## src/rtl/time_set_ctrl.sv

```systemverilog
// Set-time edit sequencer: captures the running time, steps hours/minutes/seconds, loads the counter on exit.
// Optional feature macro: AUTO_REPEAT_EN (held add/sub auto-repeat); default build is edge-only stepping.
module time_set_ctrl #(
    parameter int BLINK_DIV    = 50000000,
    parameter int REPEAT_DELAY = 50000000,
    parameter int REPEAT_RATE  = 10000000
) (
    input  logic       CLK100MHZ,
    input  logic       reset,
    input  logic       set_en,
    input  logic       next_field,
    input  logic       add,
    input  logic       sub,
    input  logic       cancel,
    input  logic [7:0] cur_hours,
    input  logic [7:0] cur_minutes,
    input  logic [7:0] cur_seconds,
    output logic [7:0] new_hours,
    output logic [7:0] new_minutes,
    output logic [7:0] new_seconds,
    output logic       load,
    output logic [1:0] field,
    output logic       blink
);

    typedef enum logic [2:0] {
        ST_IDLE,
        ST_EDIT_H,
        ST_EDIT_M,
        ST_EDIT_S,
        ST_COMMIT
    } state_t;

    localparam int BLINK_W = $clog2(BLINK_DIV + 1);

    state_t r_state;
    state_t w_state_next;

    logic r_next_d, r_add_d, r_sub_d, r_cancel_d;
    logic w_next_edge, w_add_edge, w_sub_edge, w_cancel_edge;
    logic w_editing, w_editing_next;
    logic w_field_chg, w_do_inc, w_do_dec;
    logic w_rep_inc, w_rep_dec;

    logic [7:0] r_new_hours, r_new_minutes, r_new_seconds;
    logic [BLINK_W-1:0] r_blink_cnt;
    logic r_blink;

    function automatic logic [7:0] f_inc(input logic [7:0] v, input logic [7:0] vmax);
        return (v >= vmax) ? 8'd0 : v + 8'd1;
    endfunction

    function automatic logic [7:0] f_dec(input logic [7:0] v, input logic [7:0] vmax);
        return ((v == 8'd0) || (v > vmax)) ? vmax : v - 8'd1;
    endfunction

    assign w_next_edge   = next_field & ~r_next_d;
    assign w_add_edge    = add & ~r_add_d;
    assign w_sub_edge    = sub & ~r_sub_d;
    assign w_cancel_edge = cancel & ~r_cancel_d;

    assign w_editing      = (r_state == ST_EDIT_H) || (r_state == ST_EDIT_M) || (r_state == ST_EDIT_S);
    assign w_editing_next = (w_state_next == ST_EDIT_H) || (w_state_next == ST_EDIT_M) ||
                            (w_state_next == ST_EDIT_S);

    always_ff @(posedge CLK100MHZ) begin
        if (reset) begin
            r_state    <= ST_IDLE;
            r_next_d   <= 1'b0;
            r_add_d    <= 1'b0;
            r_sub_d    <= 1'b0;
            r_cancel_d <= 1'b0;
        end else begin
            r_state    <= w_state_next;
            r_next_d   <= next_field;
            r_add_d    <= add;
            r_sub_d    <= sub;
            r_cancel_d <= cancel;
        end
    end

    // Exit priority inside an edit state: cancel, then set_en fall, then field advance, then stepping.
    always_comb begin
        w_state_next = r_state;
        w_field_chg  = 1'b0;
        w_do_inc     = 1'b0;
        w_do_dec     = 1'b0;
        load         = 1'b0;
        field        = 2'b00;
        case (r_state)
            ST_IDLE: begin
                if (set_en) w_state_next = ST_EDIT_H;
            end
            ST_EDIT_H, ST_EDIT_M, ST_EDIT_S: begin
                case (r_state)
                    ST_EDIT_H: field = 2'b01;
                    ST_EDIT_M: field = 2'b10;
                    default:   field = 2'b11;
                endcase
                if (w_cancel_edge) begin
                    w_state_next = ST_IDLE;
                end else if (!set_en) begin
                    w_state_next = ST_COMMIT;
                end else if (w_next_edge) begin
                    w_field_chg = 1'b1;
                    case (r_state)
                        ST_EDIT_H: w_state_next = ST_EDIT_M;
                        ST_EDIT_M: w_state_next = ST_EDIT_S;
                        default:   w_state_next = ST_EDIT_H;
                    endcase
                end else begin
                    w_do_inc = (w_add_edge & ~w_sub_edge) | w_rep_inc;
                    w_do_dec = (w_sub_edge & ~w_add_edge) | w_rep_dec;
                end
            end
            ST_COMMIT: begin
                load         = 1'b1;
                w_state_next = ST_IDLE;
            end
            default: w_state_next = ST_IDLE;
        endcase
    end

`ifdef AUTO_REPEAT_EN
    localparam int REP_MAX = (REPEAT_DELAY > REPEAT_RATE) ? REPEAT_DELAY : REPEAT_RATE;
    localparam int REP_W   = $clog2(REP_MAX + 1);

    logic [REP_W-1:0] r_rep_cnt;
    logic r_rep_live;
    logic w_held_alone, w_rep_fire;

    // Counter is armed only by a fresh edge; zero means idle, so a level left over from a chord never repeats.
    assign w_held_alone = w_editing & (add ^ sub);
    assign w_rep_fire   = w_held_alone & ~w_add_edge & ~w_sub_edge & (r_rep_cnt != '0) &
                          (r_rep_live ? (r_rep_cnt == REP_W'(REPEAT_RATE))
                                      : (r_rep_cnt == REP_W'(REPEAT_DELAY)));
    assign w_rep_inc    = w_rep_fire & add;
    assign w_rep_dec    = w_rep_fire & sub;

    always_ff @(posedge CLK100MHZ) begin
        if (reset || !w_held_alone || w_field_chg || !w_editing_next) begin
            r_rep_cnt  <= '0;
            r_rep_live <= 1'b0;
        end else if (w_add_edge || w_sub_edge) begin
            r_rep_cnt  <= REP_W'(1);
            r_rep_live <= 1'b0;
        end else if (w_rep_fire) begin
            r_rep_cnt  <= REP_W'(1);
            r_rep_live <= 1'b1;
        end else if (r_rep_cnt != '0) begin
            r_rep_cnt  <= r_rep_cnt + REP_W'(1);
        end
    end
`else
    logic w_unused_repeat;
    assign w_unused_repeat = (REPEAT_DELAY != REPEAT_RATE);
    assign w_rep_inc       = 1'b0;
    assign w_rep_dec       = 1'b0;
`endif

    // IDLE shadows the running time, so the capture on set_en is the same path as tracking.
    always_ff @(posedge CLK100MHZ) begin
        if (reset) begin
            r_new_hours   <= 8'd0;
            r_new_minutes <= 8'd0;
            r_new_seconds <= 8'd0;
        end else if (r_state == ST_IDLE) begin
            r_new_hours   <= cur_hours;
            r_new_minutes <= cur_minutes;
            r_new_seconds <= cur_seconds;
        end else if (w_do_inc || w_do_dec) begin
            case (r_state)
                ST_EDIT_H: r_new_hours   <= w_do_inc ? f_inc(r_new_hours, 8'd23)
                                                     : f_dec(r_new_hours, 8'd23);
                ST_EDIT_M: r_new_minutes <= w_do_inc ? f_inc(r_new_minutes, 8'd59)
                                                     : f_dec(r_new_minutes, 8'd59);
                ST_EDIT_S: r_new_seconds <= w_do_inc ? f_inc(r_new_seconds, 8'd59)
                                                     : f_dec(r_new_seconds, 8'd59);
                default: ;
            endcase
        end
    end

    // Blink phase restarts lit on edit entry and on every field change.
    always_ff @(posedge CLK100MHZ) begin
        if (reset || !w_editing_next) begin
            r_blink_cnt <= '0;
            r_blink     <= 1'b0;
        end else if (!w_editing || w_field_chg) begin
            r_blink_cnt <= '0;
            r_blink     <= 1'b1;
        end else if (r_blink_cnt == BLINK_W'(BLINK_DIV - 1)) begin
            r_blink_cnt <= '0;
            r_blink     <= ~r_blink;
        end else begin
            r_blink_cnt <= r_blink_cnt + BLINK_W'(1);
        end
    end

    assign new_hours   = r_new_hours;
    assign new_minutes = r_new_minutes;
    assign new_seconds = r_new_seconds;
    assign blink       = r_blink;

endmodule

```

## config.mk

```make
export PLATFORM = sky130hd
export DESIGN_NAME = time_set_ctrl
export DESIGN_NICKNAME = d
export VERILOG_FILES = /design/src/rtl/time_set_ctrl.sv
export SDC_FILE = /design/constraint.sdc
export NUM_CORES = 1
export LEC_CHECK = 0
export BUFFER_PORTS_ARGS = -buffer_cell sky130_fd_sc_hd__buf_2
export CORE_MARGIN = 1.5
export CORE_UTILIZATION = 56
export CTS_BUF_LIST = sky130_fd_sc_hd__clkbuf_4 sky130_fd_sc_hd__clkbuf_8
export DETAILED_ROUTE_END_ITERATION = 16
export PLACE_DENSITY = 0.8
export RECOVER_POWER = 25
export SLEW_MARGIN = 20
export SYNTH_ARGS = -nofsm -noshare
export SYNTH_HDL_FRONTEND = slang
export SYNTH_SLANG_ARGS = --single-unit
export TNS_END_PERCENT = 5
```

## constraint.sdc

```tcl
create_clock -name CLK100MHZ -period 4.9 [get_ports CLK100MHZ]
set_clock_uncertainty 0.15 [all_clocks]
set_input_delay 0.49 -clock CLK100MHZ [delete_from_list [all_inputs] [get_ports CLK100MHZ]]
set_output_delay 0.49 -clock CLK100MHZ [all_outputs]
set_load 0.02 [all_outputs]
```

Word level (Yosys, flattened, before mapping) --
Cells that the tools add are included.
Word-level totals: flip-flop bits (word level) 58, bits in latches 0, bits in writable memories 0, bits in read-only memories 0, input bits 31, output and inout bits 28, logic and storage cells 111, memories 0
Cells by class: add/subtract/negate cells 7, multipliers 0, divide/modulo/power cells 0, $lt $le $gt $ge 6, equal/unequal tests 8, shifts and indexed selects 0, muxes and demuxes 41, bitwise gates (word level) 13, reduce and logical (&&, ||, !) cells 26
Operator list (number):
- $mux 8 | 18
- $add 26x1->26 const B | 1
- $eq 26x26->1 const B | 1
- $add 8x1->8 const B | 3
- $logic_not 8->1 | 3
- $sub 8x1->8 const B | 3
- $ge 8x6->1 const B | 2
- $gt 8x6->1 const B | 2
- $mux 1 | 15
- $eq 3x2->1 const B | 4
- $mux 3 | 4
- $logic_or 1x1->1 | 10
- $reduce_bool 2->1 | 5
- $ge 8x5->1 const B | 1
- $gt 8x5->1 const B | 1
- $pmux 2 s2 | 2
- $not 1->1 | 7
- $and 1x1->1 | 6
- $eq 3x1->1 const B | 2
- $pmux 3 s2 | 1
- $reduce_and 2->1 | 3
- $reduce_or 3->1 | 2
- $eq 3x3->1 const B | 1
- $logic_not 3->1 | 1
- 2 further kinds | 3

Depth between registers and ports, before layout --
depth in word-level cells 12, mapped depth 8, depth with buffers taken out 7

Worst setup path after synthesis --
Ideal clock, no wire load.
path kind register to register, start register r_blink_cnt[0], end register r_blink_cnt[25], setup time 0.117 ns, data arrival time 1.831 ns, path slack 2.802 ns, stages on the path, launching flop included 8, path through dfxtp_1 ha_1 and4_1 nand3_1 or4_1 nand3_2 buf_2 nor2_1
On the way: longest elaborated chain between the ends 2, elaborated cells between the ends (all ways) 3, those cells by class add/sub: 1; eq/ne: 1; reduce/logical: 1
RTL lines:
- start, declared | line 46 | logic [BLINK_W-1:0] r_blink_cnt;
- start signal, assigned | line 196 | r_blink_cnt <= r_blink_cnt + BLINK_W'(1);
- branches (longest 2 deep; another with $add 26x1->26)
Parallel ways; which one is timed is not known. A chain may end at the register's enable or synchronous reset.

Worst setup path after layout --
start register r_state[1], end register r_new_minutes[3] (netlist: new_minutes[3])
On the way: longest elaborated chain between the ends 7, elaborated cells between the ends (all ways) 15, those cells by class eq/ne: 3; mux: 6; reduce/logical: 6
RTL lines:
- start, declared | line 36 | state_t r_state;
- start signal, assigned | line 74 | r_state <= w_state_next;
- $eq 3x1->1 (tied with other cells) | line 90 | case (r_state)
- $reduce_or 3->1 | line 90
- $mux 1 | line 90
- $mux 8 | line 175 | ST_EDIT_M: r_new_minutes <= w_do_inc ? f_inc(r_new_minutes, 8'd59)
- $mux 8 | line 172 | case (r_state)
- $mux 8 | line 171 | end else if (w_do_inc || w_do_dec) begin
- $mux 8 | line 167 | end else if (r_state == ST_IDLE) begin
- end signal, assigned | line 169 | r_new_minutes <= cur_minutes;
- end signal, assigned | line 175
- end, declared | line 45 | logic [7:0] r_new_hours, r_new_minutes, r_new_seconds;
Parallel ways exist; a longest one is shown, timed or not. The select of a mux whose other input is x is not followed.

==> impl_metrics.tcl <==
set metrics [dict create \
    status "finished, final reports clean" \
    cts.sinks 58 \
    synth-seq-cells 58 \
    initial_core_util 0.578 \
    vias_per_cell 6.14 \
    postSynthCellCount 470 \
    die_width_microns 83.7 \
    setup_tns_ns 0 \
    pin_count 59 \
    rsz0062_at_grt "no" \
    cts_made_buffers 9 \
    worstMarginPinSlew_ns 1.31 \
    crit_start "r_state[1]" \
    synth_ff_type "dfxtp_1" \
    rr_startpoint "r_state[1]" \
    grt_use_total 0.276 \
    setup_viol 0 \
    antenna_found_initial 0 \
    power-per-cell-area_nw_per_um2 308 \
    cp_cell_sequence "or2_1, nand2_1, nor2_2, mux2_1, a221oi_1, nor3_1" \
    die_h_microns 83.7 \
    reg2reg_depth 6 \
    yosys_warnings 0 \
    cp.depth 6 \
    seqCellArea_sq_um 1160 \
    async_flop_share 0 \
    drive_gt1_frac 0.130 \
    synth-compound-area-share 0.230 \
    ys_types 67 \
    row_count 29 \
    synth_edf_count 0 \
    critPathRequiredTime_ns 4.92 \
    hpwl_microns 6410 \
    slew_headroom 0.128 \
    cts_setup_buffers 0 \
    wl_per_cell_microns 15.8 \
    post-route-period-util 0.586 \
    first_pass_iters 5 \
    drv_slew 0 \
    synth_top_family_by_area "simple AND/OR/NAND/NOR gates" \
    design_area_sq_um 4100 \
    antenna_left 0 \
    layout.nets 553 \
    areaGrowthSynthToFinish_pct 12.4 \
    ff2ff_setup_slack_ns 2.03 \
    routabilityCongestion 0.919 \
    grt_pass1_vias 3263 \
    clkTransAtPathRegs_ns 0.06 \
    num_vias 3634 \
    place_area_sq_um 3930 \
    grt_pass1_wl_microns 15900 \
    synth.avg_cell_area_sq_um 7.77 \
    cp_max_fo 17 \
    synth_nets 511 \
    core_sq_um 6310 \
    synthMuxAreaShare 0.00857 \
    cts_tree "built" \
    grt_start_max_net_pins 27 \
    clock_path_buffers 2 \
    min_period_ns 2.87 \
    cp-start-kind "flip-flop" \
    hold_class "in -> reg" \
    hold_violations 0 \
    max_stage_delay_ns 0.63 \
    finalHoldWorstSlack_ns 0.215 \
    maxCapViolCount 0 \
    overflow 0 \
    clock.fmax_ghz 0.348 \
    path_buf_inv 0 \
    total_power_mw 1.26 \
    totalWireLength_microns 9340 \
    dieArea_sq_um 7010 \
    slowest_stage "nor2_2" \
    multiInputGateArea_sq_um 2320 \
    crit_end "new_minutes[3]" \
    final_util 0.650 \
    synthAdderAreaFrac 0.0343 \
    worstPathArrival_ns 2.89 \
    htreeDepth 3 \
    n_fill_cell 554 \
    leakage_nw 1.54 \
    cts_root_buf "clkbuf_8" \
    crit_path_end_kind "flip-flop" \
    cp_top_family "simple AND/OR/NAND/NOR gates" \
    timing.rr.end "new_minutes[3]" \
    synth-simple-area-share 0.281 \
    synth-xor-area-share 0.0792 \
    remaining_drc_errors 0 \
    clk_latency_ns 0.35 \
    n_antenna_cell 0 \
    drt-initial-drc-count 323 \
    path_class "reg -> reg" \
    synth_area_sq_um 3650 \
    ys_seq_area_frac 0.318 \
    peakVddDrop_v 0.000205 \
    post_cts_resized 0 \
    holdBufCountCts 0 \
    io_buffers 58 \
]
==> registers in the layout, indices dropped and copies added (netlist names) <==
name         cells
new_hours        8
r_blink_cnt     26
r_cancel_d       1
r_next_d         1
r_sub_d          1
new_minutes      8
r_state          3
new_seconds      8
blink            1
r_add_d          1
==> layer usage <==
| layer | vias to the layer above | track usage | part of all wire | wire length, microns |
|---|---|---|---|---|
| met5 | - | 0 | 0 | 0 |
| met4 | 0 | 0.113 | 0.018 | 167 |
| met3 | 15 | 0.0504 | 0.078 | 725 |
| met2 | 159 | 0.393 | 0.45 | 4230 |
| met1 | 1669 | 0.408 | 0.45 | 4220 |
| li1 | 1791 | - | - | - |
==> cells by family (layout without fill, tap and decap cells) <==
family          count (synthesis)  after routing
xor+xnor                       33             33
flops                          58             58
simple gates                  197            197
buf+inv                        44             89
compound gates                125            125
fa+ha+maj                      10             10
mux                             3              3
==> through the flow <==
| step | instances | setup WS (ns) |
|---|---|---|
| final | 592 | 2.03 |
| after global placement | 578 | 2.34 |
| after CTS | 592 | 2.29 |
| after detailed placement | 578 | 2.27 |
| after floorplan | 470 | 2.80 |
| after global routing | 592 | 1.81 |
==> where the power goes <==
group          internal, mW  switching (mW)  leakage [nW]
clock network         0.255           0.194         0.101
logic                 0.104           0.169         0.960
registers             0.495          0.0477         0.475
total                 0.854           0.411          1.54
==> worst min path at each step <==
stage                   startpoint        endpoint  slack (ns)  cells past startpoint
detailed placement  r_blink_cnt[0]  r_blink_cnt[0]        0.31                      1
CTS                            add         r_add_d        0.22                      2
floorplan           r_blink_cnt[0]  r_blink_cnt[0]        0.27                      1
finish                         add         r_add_d        0.22                      2
global placement    r_blink_cnt[0]  r_blink_cnt[0]        0.28                      1
global route                cancel      r_cancel_d        0.23                      2
==> worst register-to-register path, stage by stage, from the launching register on <==
cell	delay (ns)
dfxtp_1	0.58
or2_1	0.24
nand2_1	0.34
nor2_2	0.64
mux2_1	0.38
a221oi_1	0.28
nor3_1	0.09
==> layout make-up <==
class,count,share of cell area
sequential,58,0.283
multi-input combinational,368,0.565
timing repair buffer,59,0.0674
clock inverter,3,0.00976
clock buffer,11,0.0369
tap,77,0.0235
inverter,16,0.0146
==> cell usage in the layout, fill, tap and decap left out, types with 4 or more instances in the layout <==
cell type  instances
o21ai_0           24
or2_1              5
nand3_1           22
clkbuf_8          11
nor2b_1            8
and3_1             6
a31oi_1            5
inv_1             16
dfxtp_1           58
ha_1              10
o22ai_1            4
or3_1              4
nor2_1            56
a21oi_1           28
nor3_1            10
nand2_1           40
xor2_1            22
a211oi_1           5
xnor2_1           11
nor4_1             8
nor3b_1            4
a221oi_1           5
o21ai_1            7
o211ai_1          11
nand4_1            8
and2_1             4
buf_2             41
clkbuf_1          17
==> synth_stat cells, types with 10 or more instances <==
master,count,area share
dfxtp_1,58,0.32
nor2_1,56,0.058
nand2_1,39,0.040
a21oi_1,28,0.038
o21ai_0,24,0.033
nand3_1,22,0.030
xor2_1,22,0.053
clkbuf_1,16,0.016
inv_1,16,0.016
o211ai_1,11,0.023
xnor2_1,11,0.026
buf_2,10,0.014
ha_1,10,0.034
nor3_1,10,0.014
Note: power is estimated with default switching activity, not from simulation.
